**src/rtl/pipeline_ctrl.sv**
```systemverilog
// Stall/flush sequencer for the 5-stage pipeline: merges hazard sources into
// per-stage enables/flushes, times out memory waits, and keeps event counters.
module pipeline_ctrl #(
    parameter int unsigned MEM_TIMEOUT = 16,
    parameter int unsigned CNT_W       = 32
) (
    input  logic             i_clk,
    input  logic             i_reset,
    input  logic             i_ld_use_stall,
    input  logic             i_br_taken_execute,
    input  logic             i_dmem_req,
    input  logic             i_dmem_ack,
    input  logic             i_cnt_clr,
    output logic             o_pc_en,
    output logic             o_if_id_en,
    output logic             o_id_ex_en,
    output logic             o_ex_mem_en,
    output logic             o_mem_wb_en,
    output logic             o_if_id_flush,
    output logic             o_id_ex_flush,
    output logic             o_ex_mem_flush,
    output logic             o_mem_err,
    output logic [1:0]       o_state,
    output logic [CNT_W-1:0] o_ldstall_cnt,
    output logic [CNT_W-1:0] o_memwait_cnt,
    output logic [CNT_W-1:0] o_flush_cnt
);

    localparam int unsigned WAIT_W = (MEM_TIMEOUT > 2) ? $clog2(MEM_TIMEOUT) : 1;
    localparam logic [WAIT_W-1:0] WAIT_LAST = WAIT_W'(MEM_TIMEOUT - 1);
    localparam logic [WAIT_W-1:0] WAIT_ONE  = WAIT_W'(1);
    localparam logic [CNT_W-1:0]  CNT_ONE   = CNT_W'(1);

    typedef enum logic [1:0] {
        RUN      = 2'b00,
        MEM_WAIT = 2'b01,
        MEM_ERR  = 2'b10
    } state_t;

    state_t            state, state_next;
    logic [WAIT_W-1:0] wait_cnt, wait_cnt_next;

    logic mem_stall;
    logic rule_freeze;
    logic rule_branch;
    logic rule_lduse;

    assign mem_stall   = i_dmem_req & ~i_dmem_ack;
    assign rule_freeze = (state == MEM_ERR) | mem_stall;
    assign rule_branch = ~rule_freeze & i_br_taken_execute;
    assign rule_lduse  = ~rule_freeze & ~i_br_taken_execute & i_ld_use_stall;

    always_ff @(posedge i_clk) begin
        if (i_reset) begin
            state    <= RUN;
            wait_cnt <= '0;
        end else begin
            state    <= state_next;
            wait_cnt <= wait_cnt_next;
        end
    end

    always_comb begin
        state_next    = state;
        wait_cnt_next = wait_cnt;
        unique case (state)
            RUN: begin
                if (mem_stall) begin
                    state_next    = MEM_WAIT;
                    wait_cnt_next = WAIT_ONE;
                end
            end
            MEM_WAIT: begin
                if (i_dmem_ack || !i_dmem_req) begin
                    state_next    = RUN;
                    wait_cnt_next = '0;
                end else if (wait_cnt == WAIT_LAST) begin
                    state_next    = MEM_ERR;
                    wait_cnt_next = '0;
                end else begin
                    wait_cnt_next = wait_cnt + WAIT_ONE;
                end
            end
            MEM_ERR: begin
                state_next    = RUN;
                wait_cnt_next = '0;
            end
            default: begin
                state_next    = RUN;
                wait_cnt_next = '0;
            end
        endcase
    end

    always_comb begin
        o_pc_en        = 1'b1;
        o_if_id_en     = 1'b1;
        o_id_ex_en     = 1'b1;
        o_ex_mem_en    = 1'b1;
        o_mem_wb_en    = 1'b1;
        o_if_id_flush  = 1'b0;
        o_id_ex_flush  = 1'b0;
        o_ex_mem_flush = 1'b0;
        o_mem_err      = 1'b0;
        if (i_reset) begin
            o_pc_en        = 1'b0;
            o_if_id_en     = 1'b0;
            o_id_ex_en     = 1'b0;
            o_ex_mem_en    = 1'b0;
            o_mem_wb_en    = 1'b0;
            o_if_id_flush  = 1'b1;
            o_id_ex_flush  = 1'b1;
            o_ex_mem_flush = 1'b1;
        end else if (rule_freeze) begin
            // A timed-out access still retires, but as a bubble.
            o_pc_en        = 1'b0;
            o_if_id_en     = 1'b0;
            o_id_ex_en     = 1'b0;
            o_ex_mem_en    = 1'b0;
            o_mem_wb_en    = (state == MEM_ERR);
            o_ex_mem_flush = (state == MEM_ERR);
            o_mem_err      = (state == MEM_ERR);
        end else if (rule_branch) begin
            o_if_id_flush  = 1'b1;
            o_id_ex_flush  = 1'b1;
        end else if (rule_lduse) begin
            o_pc_en        = 1'b0;
            o_if_id_en     = 1'b0;
            o_id_ex_flush  = 1'b1;
        end
    end

    assign o_state = state;

    always_ff @(posedge i_clk) begin
        if (i_reset || i_cnt_clr) begin
            o_ldstall_cnt <= '0;
            o_memwait_cnt <= '0;
            o_flush_cnt   <= '0;
        end else begin
            if (rule_lduse && (o_ldstall_cnt != '1)) begin
                o_ldstall_cnt <= o_ldstall_cnt + CNT_ONE;
            end
            if (rule_freeze && (o_memwait_cnt != '1)) begin
                o_memwait_cnt <= o_memwait_cnt + CNT_ONE;
            end
            if (rule_branch && (o_flush_cnt != '1)) begin
                o_flush_cnt <= o_flush_cnt + CNT_ONE;
            end
        end
    end

endmodule

```
**config.mk**
```make
export PLATFORM = sky130hd
export DESIGN_NAME = pipeline_ctrl
export DESIGN_NICKNAME = d
export VERILOG_FILES = /design/src/rtl/pipeline_ctrl.sv
export SDC_FILE = /design/constraint.sdc
export NUM_CORES = 1
export LEC_CHECK = 0
export ABC_AREA = 0
export BUFFER_PORTS_ARGS = -buffer_cell sky130_fd_sc_hd__buf_2
export CORE_UTILIZATION = 55
export CTS_BUF_LIST = sky130_fd_sc_hd__clkbuf_16
export DETAILED_ROUTE_END_ITERATION = 10
export PLACE_DENSITY = 0.78
export SLEW_MARGIN = 20
export SYNTH_ARGS = -nofsm -noshare
export SYNTH_HDL_FRONTEND = slang
export SYNTH_SLANG_ARGS = --single-unit
```
**constraint.sdc**
```tcl
create_clock -name i_clk -period 2.5 [get_ports i_clk]
set_input_delay 0.125 -clock i_clk [delete_from_list [all_inputs] [get_ports i_clk]]
set_output_delay 0.125 -clock i_clk [all_outputs]
set_load 0.005 [all_outputs]
```
; Yosys cells after proc, flatten, opt, wreduce, memory -nomap -nowiden
; Cells that the tools add are included.
[totals]
reg_bits = 102
word_cells = 59
output_inout_bits = 107
[op_classes]
n_bitwise = 8
eq_ne = 8
reduce_logical = 8
add_sub_neg = 4
n_mux = 26
[op_table]
columns = op, n
row1 = adder 32 x 1 -> 32 bit (second input constant), 3
row2 = != test 32 bit (second input constant), 3
row3 = two-way mux 1 bit, 18
row4 = two-way mux 4 bit, 3
row5 = one-hot mux 4 bit (2 select lines), 1
row6 = two-way mux 2 bit, 3
row7 = adder 4 x 1 -> 4 bit (second input constant), 1
row8 = bitwise AND 1 bit, 4
row9 = == test 4 bit (second input constant), 1
row10 = one-hot mux 2 bit (2 select lines), 1
row11 = logical AND 1 bit, 3
row12 = != test 3 bit (second input constant), 1
row13 = NOT 1 bit, 3
row14 = == test 2 x 1 -> 1 bit (second input constant), 1
row15 = == test 2 bit (second input constant), 1
row16 = logical NOT 2 bit, 1
row17 = logical OR 1 bit, 2
row18 = != test 2 bit (second input constant), 1
row19 = AND reduction 2 bit, 1
row20 = logical NOT 1 bit, 1
row21 = OR 1 bit, 1

; Longest topological paths before layout
; Gate-level depths: netlist of the first run.
[logic_depth]
word_depth = 10
ltp_mapped = 8

; Least setup slack after synthesis of the first run
; No wires, ideal clock.
[synth_timing]
path_kind = flip-flop to flip-flop
startpoint = reg state[1] (netlist: o_state[1])
endpoint = reg o_ldstall_cnt[17]
stages_incl_launch_ff = 8
setup_slack_ns = 0.542
t_required_ns = 2.384
arrival_ns = 1.842
n_path_buf = 2
path_cell_list = dfxtp_1 buf_6 nor2b_4 buf_6 or4_4 a211oi_2 a31oi_1 a41o_1
[synth_via]
elab_chain_cells = 6
[synth_lines]
columns = item, line_no
row1 = "start, declared", 40  ; state_t state, state_next;
row2 = "start signal, assigned", 58  ; state <= state_next;
row3 = == test 2 bit, 49  ; assign rule_freeze = (state == MEM_ERR) | mem_stall;
row4 = OR 1 bit, 49
row5 = NOT 1 bit, 51  ; assign rule_lduse = ~rule_freeze & ~i_br_taken_execute & i_ld_use_stall;
row6 = bitwise AND 1 bit (2 in series), 51
row7 = logical AND 1 bit, 141  ; if (rule_lduse && (o_ldstall_cnt != '1)) begin
row8 = "end signal, assigned", 142  ; o_ldstall_cnt <= o_ldstall_cnt + CNT_ONE;
row9 = "end, declared", 24  ; output logic [CNT_W-1:0] o_ldstall_cnt,
; No other way between the ends.
; A chain may end at the register's enable or synchronous reset.

; Worst setup path after layout of the first run
[layout_timing]
startpoint = reg o_flush_cnt[0]
endpoint = reg o_flush_cnt[22]
[layout_via]
elab_chain_cells = 2
word_cells_on_any_way = 3
classes_between = add/sub (1) / eq/ne (1) / reduce/logical (1)
[layout_lines]
columns = item, line_no
row1 = "start, declared", 26  ; output logic [CNT_W-1:0] o_flush_cnt
row2 = "start signal, assigned", 148  ; o_flush_cnt <= o_flush_cnt + CNT_ONE;
row3 = "parallel branches: the longest is 2 deep, another holds adder 32 x 1 -> 32 bit", --
; Parallel ways; which one is timed is not known.

==> results by group, run 1 <==
Outcome
  • Status: finished clean

Placed design
  • DP Cell Count: 879
  • DP HPWL: 10.2 mm
  • Post-Place Worst Slack: 335 ps
  • Number of port buffers: 113
  • Placed Area: 0.00612 sq mm
  • Routability congestion estimate: 0.935

STA
  • Tmin final: 2230 ps
  • Slew margin rel.: 59.7%
  • Final Setup Violations: 0
  • Fin crit share: 89.1%
  • Worst-Margin Slew: 605 ps
  • Unrepaired setup endpoints after global routing: false
  • Final Hold Violating Endpoints: 0
  • Pins over their slew limit: 0
  • Fmax: 449 MHz
  • Worst setup margin: 274 ps
  • Clock skew: 7.88 ps
  • Setup TNS: 0 ps

Global routing
  • Global route overflow: 0
  • Vias in the first global route: 4956
  • Pin count of the biggest net entering global routing: 35
  • Gr usage total: 28.3%
  • First-pass GRT wire length: 23.3 mm
  • Initial antenna violation count: 0

Final layout
  • Final #Nets: 772
  • FF/Latch Area: 0.00204 sq mm
  • Diode count: 0
  • Final core utilization: 68.4%
  • Final Cell Area: 0.00641 sq mm
  • Multi-input logic area: 0.00317 sq mm
  • Layout fillers: 807
  • Layout Cells excl Fill: 895
  • Share of layout cells above drive strength 1: 21.3%
  • Layout area overhead: 18.6%

Clock network
  • CTS tree: built
  • Clock Latency Late Sink: 340 ps
  • Clock-pin slew on the worst setup and hold paths: 70 ps
  • CTS Root Cell: clkbuf_16
  • Htree depth: 3
  • Hold buffers post-CTS: 0
  • Clk buf depth: 2
  • Total CTS buffers: 9
  • Resize count post-CTS: 0
  • Setup bufs post-CTS: 0
  • Clk sink count: 102

Logic synthesis
  • Yosys warnings: 0
  • Post-Syn Nets: 668
  • Number of synthesized register bits: 102
  • Syn avg cell area: 8.23 sq um
  • Post-synth EDFFs: 0
  • Post-synthesis cell type count: 66
  • Ys flop type: dfxtp_1
  • Post-synth ARST share: 0%
  • Seq/Total Area, Yosys: 37.8%
  • Synth Instances: 657
  • Post-synthesis cell area: 0.00540 sq mm

Power and ir drop
  • Pint: 2.43 mW
  • Gate power share: 4.0%
  • Sequential power share: 52.2%
  • Net Sw Frac: 22.4%
  • Pwr/cell area: 489 mW/mm^2
  • Clock power frac: 43.9%
  • VDD IR max: 357 uV
  • Sw power: 700 uW
  • P_leak: 2.33 nW

Worst setup path
  • Critical Path End Type: register
  • Setup Crit Path Kind: reg -> reg
  • Startpoint types: register
  • CP arrival: 2500 ps
  • Crit Path Max Fanout: 8
  • CP Data Required Time: 2770 ps

Floorplanning
  • IO Count: 114
  • Die H: 101 um
  • CORE AREA: 0.00937 sq mm
  • Die width: 101 um
  • Die Area: 0.0102 sq mm
  • Initial Util: 57.7%
  • Std-Cell Rows: 35

Drt
  • DR pass1 iterations: 5
  • Drt initial violations: 178
  • Vias: 5594
  • Routed wire length: 14.3 mm
  • Post-route ant nets: 0
  • # DRC: 0
  • Vias/cell: 6.25
  • Wire per inst: 16.0 um

Min path
  • Hold Crit Class: in -> reg

Flow run
  • Maximum capacitance violations: 0
-- layer usage --
metal | wire length [um] | vias to the layer above | GRT usage, %
li1 | - | 2719 | -
met4 | 287 | 0 | 11.8
met3 | 753 | 27 | 4.09
met2 | 6940 | 175 | 48.8
met5 | 0 | - | 0
met1 | 6350 | 2673 | 35.5
-- kinds of logic after synthesis --
kind of cell | share of synthesized area, %
AO/OA/AOI/OAI | 20.0
XOR/XNOR | 2.11
adder cells (fa/ha/maj) | 0.926
buffers and inverters | 3.80
flip-flops | 37.8
multiplexers | 1.85
AND/OR/NAND/NOR | 33.5
-- cell usage after synthesis (all sizes together), types with 4 or more instances --
cell | n | area (sq um)
o41ai | 7 | 61.3
mux2i | 10 | 100
or4 | 14 | 109
and3 | 11 | 68.8
nor2 | 35 | 131
ha | 4 | 50.1
nand4 | 29 | 188
nor4b | 4 | 56.3
xnor2 | 11 | 96.3
o211ai | 6 | 45.0
a211oi | 7 | 57.6
o311ai | 6 | 52.6
nor3 | 18 | 111
nand2b | 4 | 32.5
nand2 | 68 | 255
nor4 | 10 | 83.8
or2 | 4 | 25.0
or3 | 57 | 357
o21ai | 46 | 230
a21oi | 62 | 310
o31ai | 12 | 90.1
a2111oi | 4 | 61.3
buf | 16 | 96.3
and4 | 17 | 149
nand3 | 34 | 170
inv | 6 | 22.5
dfxtp | 102 | 2040
clkbuf | 22 | 82.6
-- placed cells by master (no fill, tap or decap), drive strengths merged, types with 11 or more instances in the layout --
master,n
a21oi,62
dfxtp,102
xnor2,11
nand4,29
nor2,35
o31ai,12
nor3,18
o21ai,46
and4,17
or4,14
buf,131
nand3,34
and3,11
nand2,68
or3,57
-- registers in the layout, summed over array words and instances (netlist names) --
register / cells
o_flush_cnt: 32
o_ldstall_cnt: 32
o_memwait_cnt: 32
o_state: 2
wait_cnt: 4
-- power groups by stage --
stage          Clock (mW)  Sequential [mW]  Combinational, mW
2_1_floorplan           0             1.67             0.0769
3_3_place_gp            0             1.67              0.120
3_5_place_dp            0             1.67              0.123
4_1_cts              1.38             1.63              0.123
5_1_grt              1.45             1.63              0.136
6_report             1.37             1.63              0.124
-- worst paths after layout --
check	start	to	cells past startpoint	slack (ps)
max	o_flush_cnt[0]$_SDFFE_PP0P_	o_flush_cnt[22]$_SDFFE_PP0P_	6	270
min	i_dmem_req	o_state[1]$_SDFFE_PP0P_	3	250
max reg2reg	o_flush_cnt[0]$_SDFFE_PP0P_	o_flush_cnt[22]$_SDFFE_PP0P_	6	270
min reg2reg	o_ldstall_cnt[31]$_SDFFE_PP0P_	o_ldstall_cnt[31]$_SDFFE_PP0P_	2	500
-- critical path: stages, from the launching register on --
cell and delay, ps:
dfxtp_1 400, ha_1 200, and4_1 260, and4_1 410
o211ai_1 260, or4_1 470, a21oi_1 170
-- layout make-up --
class	count	share of cell area, %
Sequential cell	102	31.9
Tap cell	129	2.52
Clock inverter	7	0.918
Timing Repair Buffer	131	11.3
Inverter	7	0.410
Multi-Input combinational cell	510	49.4
Clock buffer	9	3.51
-- metrics by stage --
stage	power (mW)	hold WS, ps
after global routing	3.22	253
final	3.13	250
after detailed placement	1.79	489
after floorplan	1.75	299
after CTS	3.13	237
after global placement	1.79	477
Note: power is estimated with default switching activity, not from simulation.
==> run 2, diff against run 1 <==
--- a/config.mk
+++ b/config.mk
@@ -7,6 +7,7 @@
 export LEC_CHECK = 0
 export ABC_AREA = 0
 export BUFFER_PORTS_ARGS = -buffer_cell sky130_fd_sc_hd__buf_2
+export CORE_ASPECT_RATIO = 1.75
 export CORE_UTILIZATION = 55
 export CTS_BUF_LIST = sky130_fd_sc_hd__clkbuf_16
 export DETAILED_ROUTE_END_ITERATION = 10
==> results by group, run 2 (synthesis gave the netlist of run 1 again) <==
Clock network
  • Htree depth: 3
  • Clk sink count: 102
  • Resize count post-CTS: 0
  • Clock Latency Late Sink: 350 ps
  • Total CTS buffers: 9
  • Clk buf depth: 2
  • CTS tree: built
  • CTS Root Cell: clkbuf_16
  • Clock-pin slew on the worst setup and hold paths: 70 ps
  • Setup bufs post-CTS: 0
  • Hold buffers post-CTS: 0

Worst setup path
  • Crit Path Max Fanout: 8
  • Startpoint types: register
  • Critical Path End Type: register
  • Setup Crit Path Kind: reg -> reg
  • CP arrival: 2500 ps
  • CP Data Required Time: 2760 ps

Power and ir drop
  • Pwr/cell area: 493 mW/mm^2
  • VDD IR max: 388 uV
  • P_leak: 2.33 nW

Final layout
  • Final #Nets: 772
  • Most frequent cells in the layout: buf_2 (113), dfxtp_1 (102), nand2_1 (68)
  • Registers with the most flip-flops: o_flush_cnt: 32 flops, o_ldstall_cnt: 32 flops, o_memwait_cnt: 32 flops
  • Final core utilization: 67.2%
  • Diode count: 0
  • Most common cell after layout, fill and taps aside: buf_2
  • Share of layout cells above drive strength 1: 21.6%
  • Layout area overhead: 18.4%

Drt
  • Post-route ant nets: 0
  • Wire per inst: 17.7 um
  • Vias/cell: 6.43
  • Routed wire length: 15.7 mm
  • DR pass1 iterations: 5
  • # DRC: 0
  • Vias: 5702
  • Drt initial violations: 279

STA
  • Setup TNS: 0 ps
  • Slew margin rel.: 32.0%
  • Unrepaired setup endpoints after global routing: false
  • Worst setup margin: 260 ps
  • Tmin final: 2240 ps
  • Fin crit share: 89.6%
  • Final Setup Violations: 0
  • Worst-Margin Slew: 1020 ps
  • Fmax: 446 MHz
  • Pins over their slew limit: 0
  • Final Hold Violating Endpoints: 0
  • Clock skew: 6.96 ps

Outcome
  • Status: finished clean

Placed design
  • DP HPWL: 11.4 mm
  • Number of port buffers: 113
  • Routability congestion estimate: 0.913
  • Post-Place Worst Slack: 283 ps

Global routing
  • Initial antenna violation count: 0
  • Pin count of the biggest net entering global routing: 48
  • First-pass GRT wire length: 26.0 mm
  • Gr usage total: 31.4%
  • Global route overflow: 0
  • Vias in the first global route: 5545

Floorplanning
  • Die width: 76.9 um
  • CORE AREA: 0.00953 sq mm
  • IO Count: 114
  • Initial Util: 56.7%
  • Die H: 133 um
  • Die Area: 0.0102 sq mm
  • Std-Cell Rows: 47

Min path
  • Hold Crit Class: in -> reg

Flow run
  • Maximum capacitance violations: 0
run 2: changes by cell type in the layout (fill, tap and decap cells not counted), sizes merged:
cell,before,now
clkinvlp,0,1
inv,9,6
clkinv,4,5
run 2: where the power goes:
part	total [mW]	leakage (nW)	internal [mW]	switching, mW
combinational	0.127	1.36	0.0425	0.0847
sequential	1.63	0.822	1.63	0.00695
clock	1.39	0.139	0.769	0.625
run 2: path summary, 6_finish.rpt:
path	startpoint	end	slack (ps)	depth (start not counted)
setup / recovery	o_flush_cnt[0]$_SDFFE_PP0P_	o_flush_cnt[22]$_SDFFE_PP0P_	260	6
hold / removal	i_br_taken_execute	o_flush_cnt[0]$_SDFFE_PP0P_	240	4
setup reg to reg	o_flush_cnt[0]$_SDFFE_PP0P_	o_flush_cnt[22]$_SDFFE_PP0P_	260	6
hold reg to reg	o_ldstall_cnt[31]$_SDFFE_PP0P_	o_ldstall_cnt[31]$_SDFFE_PP0P_	510	2
run 2: worst max-delay path, stage by stage, from the launching register on:
cell and delay (ps):
dfxtp_1 430, ha_1 190, and4_1 240, and4_1 410
o211ai_1 270, or4_1 460, a21oi_1 150
run 2: layout make-up:
| type | count | area [sq um] |
|---|---|---|
| clock buffer | 9 | 225 |
| clock inverter | 6 | 63.8 |
| fill | 808 | 3130 |
| inverter | 7 | 26.3 |
| multi-input combinational | 510 | 3180 |
| sequential | 102 | 2040 |
| tap | 122 | 153 |
| timing repair buffer | 131 | 713 |
run 2: layer usage:
| metal | global-route usage [%] | up-vias | wire (um) |
|---|---|---|---|
| met1 | 32.0 | 2730 | 5900 |
| li1 | - | 2720 | - |
| met3 | 4.52 | 57 | 632 |
| met5 | 0 | - | 0 |
| met2 | 58.9 | 195 | 8470 |
| met4 | 19.6 | 0 | 712 |
run 2: through the flow:
stage / instance area (sq um) / instances / power (mW) / hold WS, ps
after detailed placement: 6110 / 872 / 1.80 / 495
after global routing: 6400 / 887 / 3.24 / 261
after floorplan: 5400 / 657 / 1.75 / 299
after CTS: 6400 / 887 / 3.17 / 244
after global placement: 6110 / 872 / 1.79 / 483
final: 6400 / 887 / 3.16 / 241
==> run 3, diff against run 2 <==
==> constraint.sdc (replaced) <==
create_clock -name i_clk -period 2.5 [get_ports i_clk]
set_input_delay 0.25 -clock i_clk [delete_from_list [all_inputs] [get_ports i_clk]]
set_output_delay 0.25 -clock i_clk [all_outputs]
set_load 0.005 [all_outputs]
==> results by group, run 3 (synthesis gave the netlist of run 1 again) <==
Drt
  • Vias/cell: 6.44
  • DR pass1 iterations: 5
  • Vias: 5736
  • Wire per inst: 17.3 um
  • Routed wire length: 15.4 mm
  • # DRC: 0
  • Post-route ant nets: 0
  • Drt initial violations: 321

STA
  • Worst setup margin: 165 ps
  • Pins over their slew limit: 0
  • Fmax: 428 MHz
  • Setup TNS: 0 ps
  • Unrepaired setup endpoints after global routing: false
  • Clock skew: 6.44 ps
  • Tmin final: 2340 ps
  • Final Setup Violations: 0
  • Fin crit share: 93.4%
  • Final Hold Violating Endpoints: 0
  • Slew margin rel.: 48.2%
  • Worst-Margin Slew: 777 ps

Clock network
  • Clk buf depth: 2
  • Hold buffers post-CTS: 0
  • Clk sink count: 102
  • Total CTS buffers: 9
  • Htree depth: 3
  • Clock Latency Late Sink: 350 ps
  • CTS Root Cell: clkbuf_16
  • CTS tree: built
  • Setup bufs post-CTS: 0
  • Clock-pin slew on the worst setup and hold paths: 70 ps
  • Resize count post-CTS: 0

Worst setup path
  • Reg2Reg Depth: 6
  • Crit Path Max Fanout: 8
  • Reg2reg setup slack: 160 ps
  • Startpoint types: register
  • CP arrival: 2610 ps
  • CP Data Required Time: 2780 ps
  • Critical Path End Type: register
  • Worst Setup SP: o_flush_cnt[0]$_SDFFE_PP0P_
  • Reg-to-Reg Start: o_flush_cnt[0]$_SDFFE_PP0P_
  • Worst R2R End: o_flush_cnt[22]$_SDFFE_PP0P_
  • CP endpoint: o_flush_cnt[22]$_SDFFE_PP0P_
  • Setup Crit Path Kind: reg -> reg

Floorplanning
  • Die H: 133 um
  • Die Area: 0.0102 sq mm
  • Std-Cell Rows: 47
  • CORE AREA: 0.00953 sq mm
  • Initial Util: 56.7%
  • Die width: 76.9 um
  • IO Count: 114

Global routing
  • Gr usage total: 30.6%
  • Pin count of the biggest net entering global routing: 36
  • Global route overflow: 0
  • Initial antenna violation count: 0
  • Vias in the first global route: 5380
  • First-pass GRT wire length: 25.4 mm

Final layout
  • Diode count: 0
  • Layout area overhead: 18.5%
  • Final #Nets: 774
  • Share of layout cells above drive strength 1: 21.9%
  • Registers with the most flip-flops: o_flush_cnt: 32 flops, o_ldstall_cnt: 32 flops, o_memwait_cnt: 32 flops
  • Layout fillers: 840
  • Most common cell after layout, fill and taps aside: buf_2
  • Most frequent cells in the layout: buf_2 (113), dfxtp_1 (102), nand2_1 (68)

Power and ir drop
  • VDD IR max: 424 uV
  • P_leak: 2.33 nW
  • Pwr/cell area: 492 mW/mm^2

Outcome
  • Status: finished clean

Placed design
  • Post-Place Worst Slack: 225 ps
  • DP HPWL: 11.1 mm
  • Number of port buffers: 113
  • Routability congestion estimate: 0.892

Flow run
  • Maximum capacitance violations: 0

Min path
  • Hold Crit Class: in -> reg
==> run 3: worst min-delay path by stage <==
stage          cells after the start                      startpoint                              to  slack, ps
3_5_place_dp                       2  o_ldstall_cnt[14]$_SDFFE_PP0P_  o_ldstall_cnt[14]$_SDFFE_PP0P_        490
6_report                           4              i_br_taken_execute     o_flush_cnt[1]$_SDFFE_PP0P_        350
5_1_grt                            4              i_br_taken_execute     o_flush_cnt[1]$_SDFFE_PP0P_        390
4_1_cts                            3                      i_dmem_req         o_state[1]$_SDFFE_PP0P_        340
3_3_place_gp                       2        wait_cnt[3]$_SDFFE_PP0P_        wait_cnt[3]$_SDFFE_PP0P_        480
2_1_floorplan                      2                         i_reset    o_flush_cnt[19]$_SDFFE_PP0P_        420
==> run 3: power breakdown <==
| group | switching, mW | total [mW] | internal (mW) |
|---|---|---|---|
| clock network | 0.622 | 1.39 | 0.769 |
| registers | 0.00690 | 1.63 | 1.63 |
| logic | 0.0851 | 0.125 | 0.0402 |
| total | 0.714 | 3.15 | 2.44 |
==> run 3: per-layer routing <==
metal	GRT usage, %	wire [um]	part of all wire, %
met5	0	0	0
met4	17.9	631	4.1
met3	5.14	712	4.6
met2	56.0	8290	54
met1	32.5	5740	37
==> run 3: stage by stage <==
stage | std cells | power (mW) | area, sq um | util (%) | hold WS, ps
3_5_place_dp | 874 | 1.79 | 6110 | 64.2 | 490
5_1_grt | 890 | 3.24 | 6400 | 67.2 | 385
6_report | 890 | 3.15 | 6400 | 67.2 | 355
3_3_place_gp | 874 | 1.79 | 6110 | 64.2 | 477
4_1_cts | 890 | 3.17 | 6400 | 67.2 | 344
2_1_floorplan | 657 | 1.75 | 5400 | - | 424
==> run 3: critical path, cell delays in order, from the launching register on <==
cell and delay (ps):
dfxtp_1 410, ha_1 190, and4_1 300, and4_1 450, o211ai_1 280, or4_1 460, a21oi_1 160
==> run 3: area by class of cell <==
type                       instances  area [sq um]  share of cell area (%)
clock buffer                       9           225                    3.52
timing repair buffer             133           716                    11.2
clock inverter                     7          65.1                    1.02
sequential                       102          2040                    31.9
inverter                           7          26.3                   0.410
tap                              122           153                    2.38
multi-input combinational        510          3180                    49.6
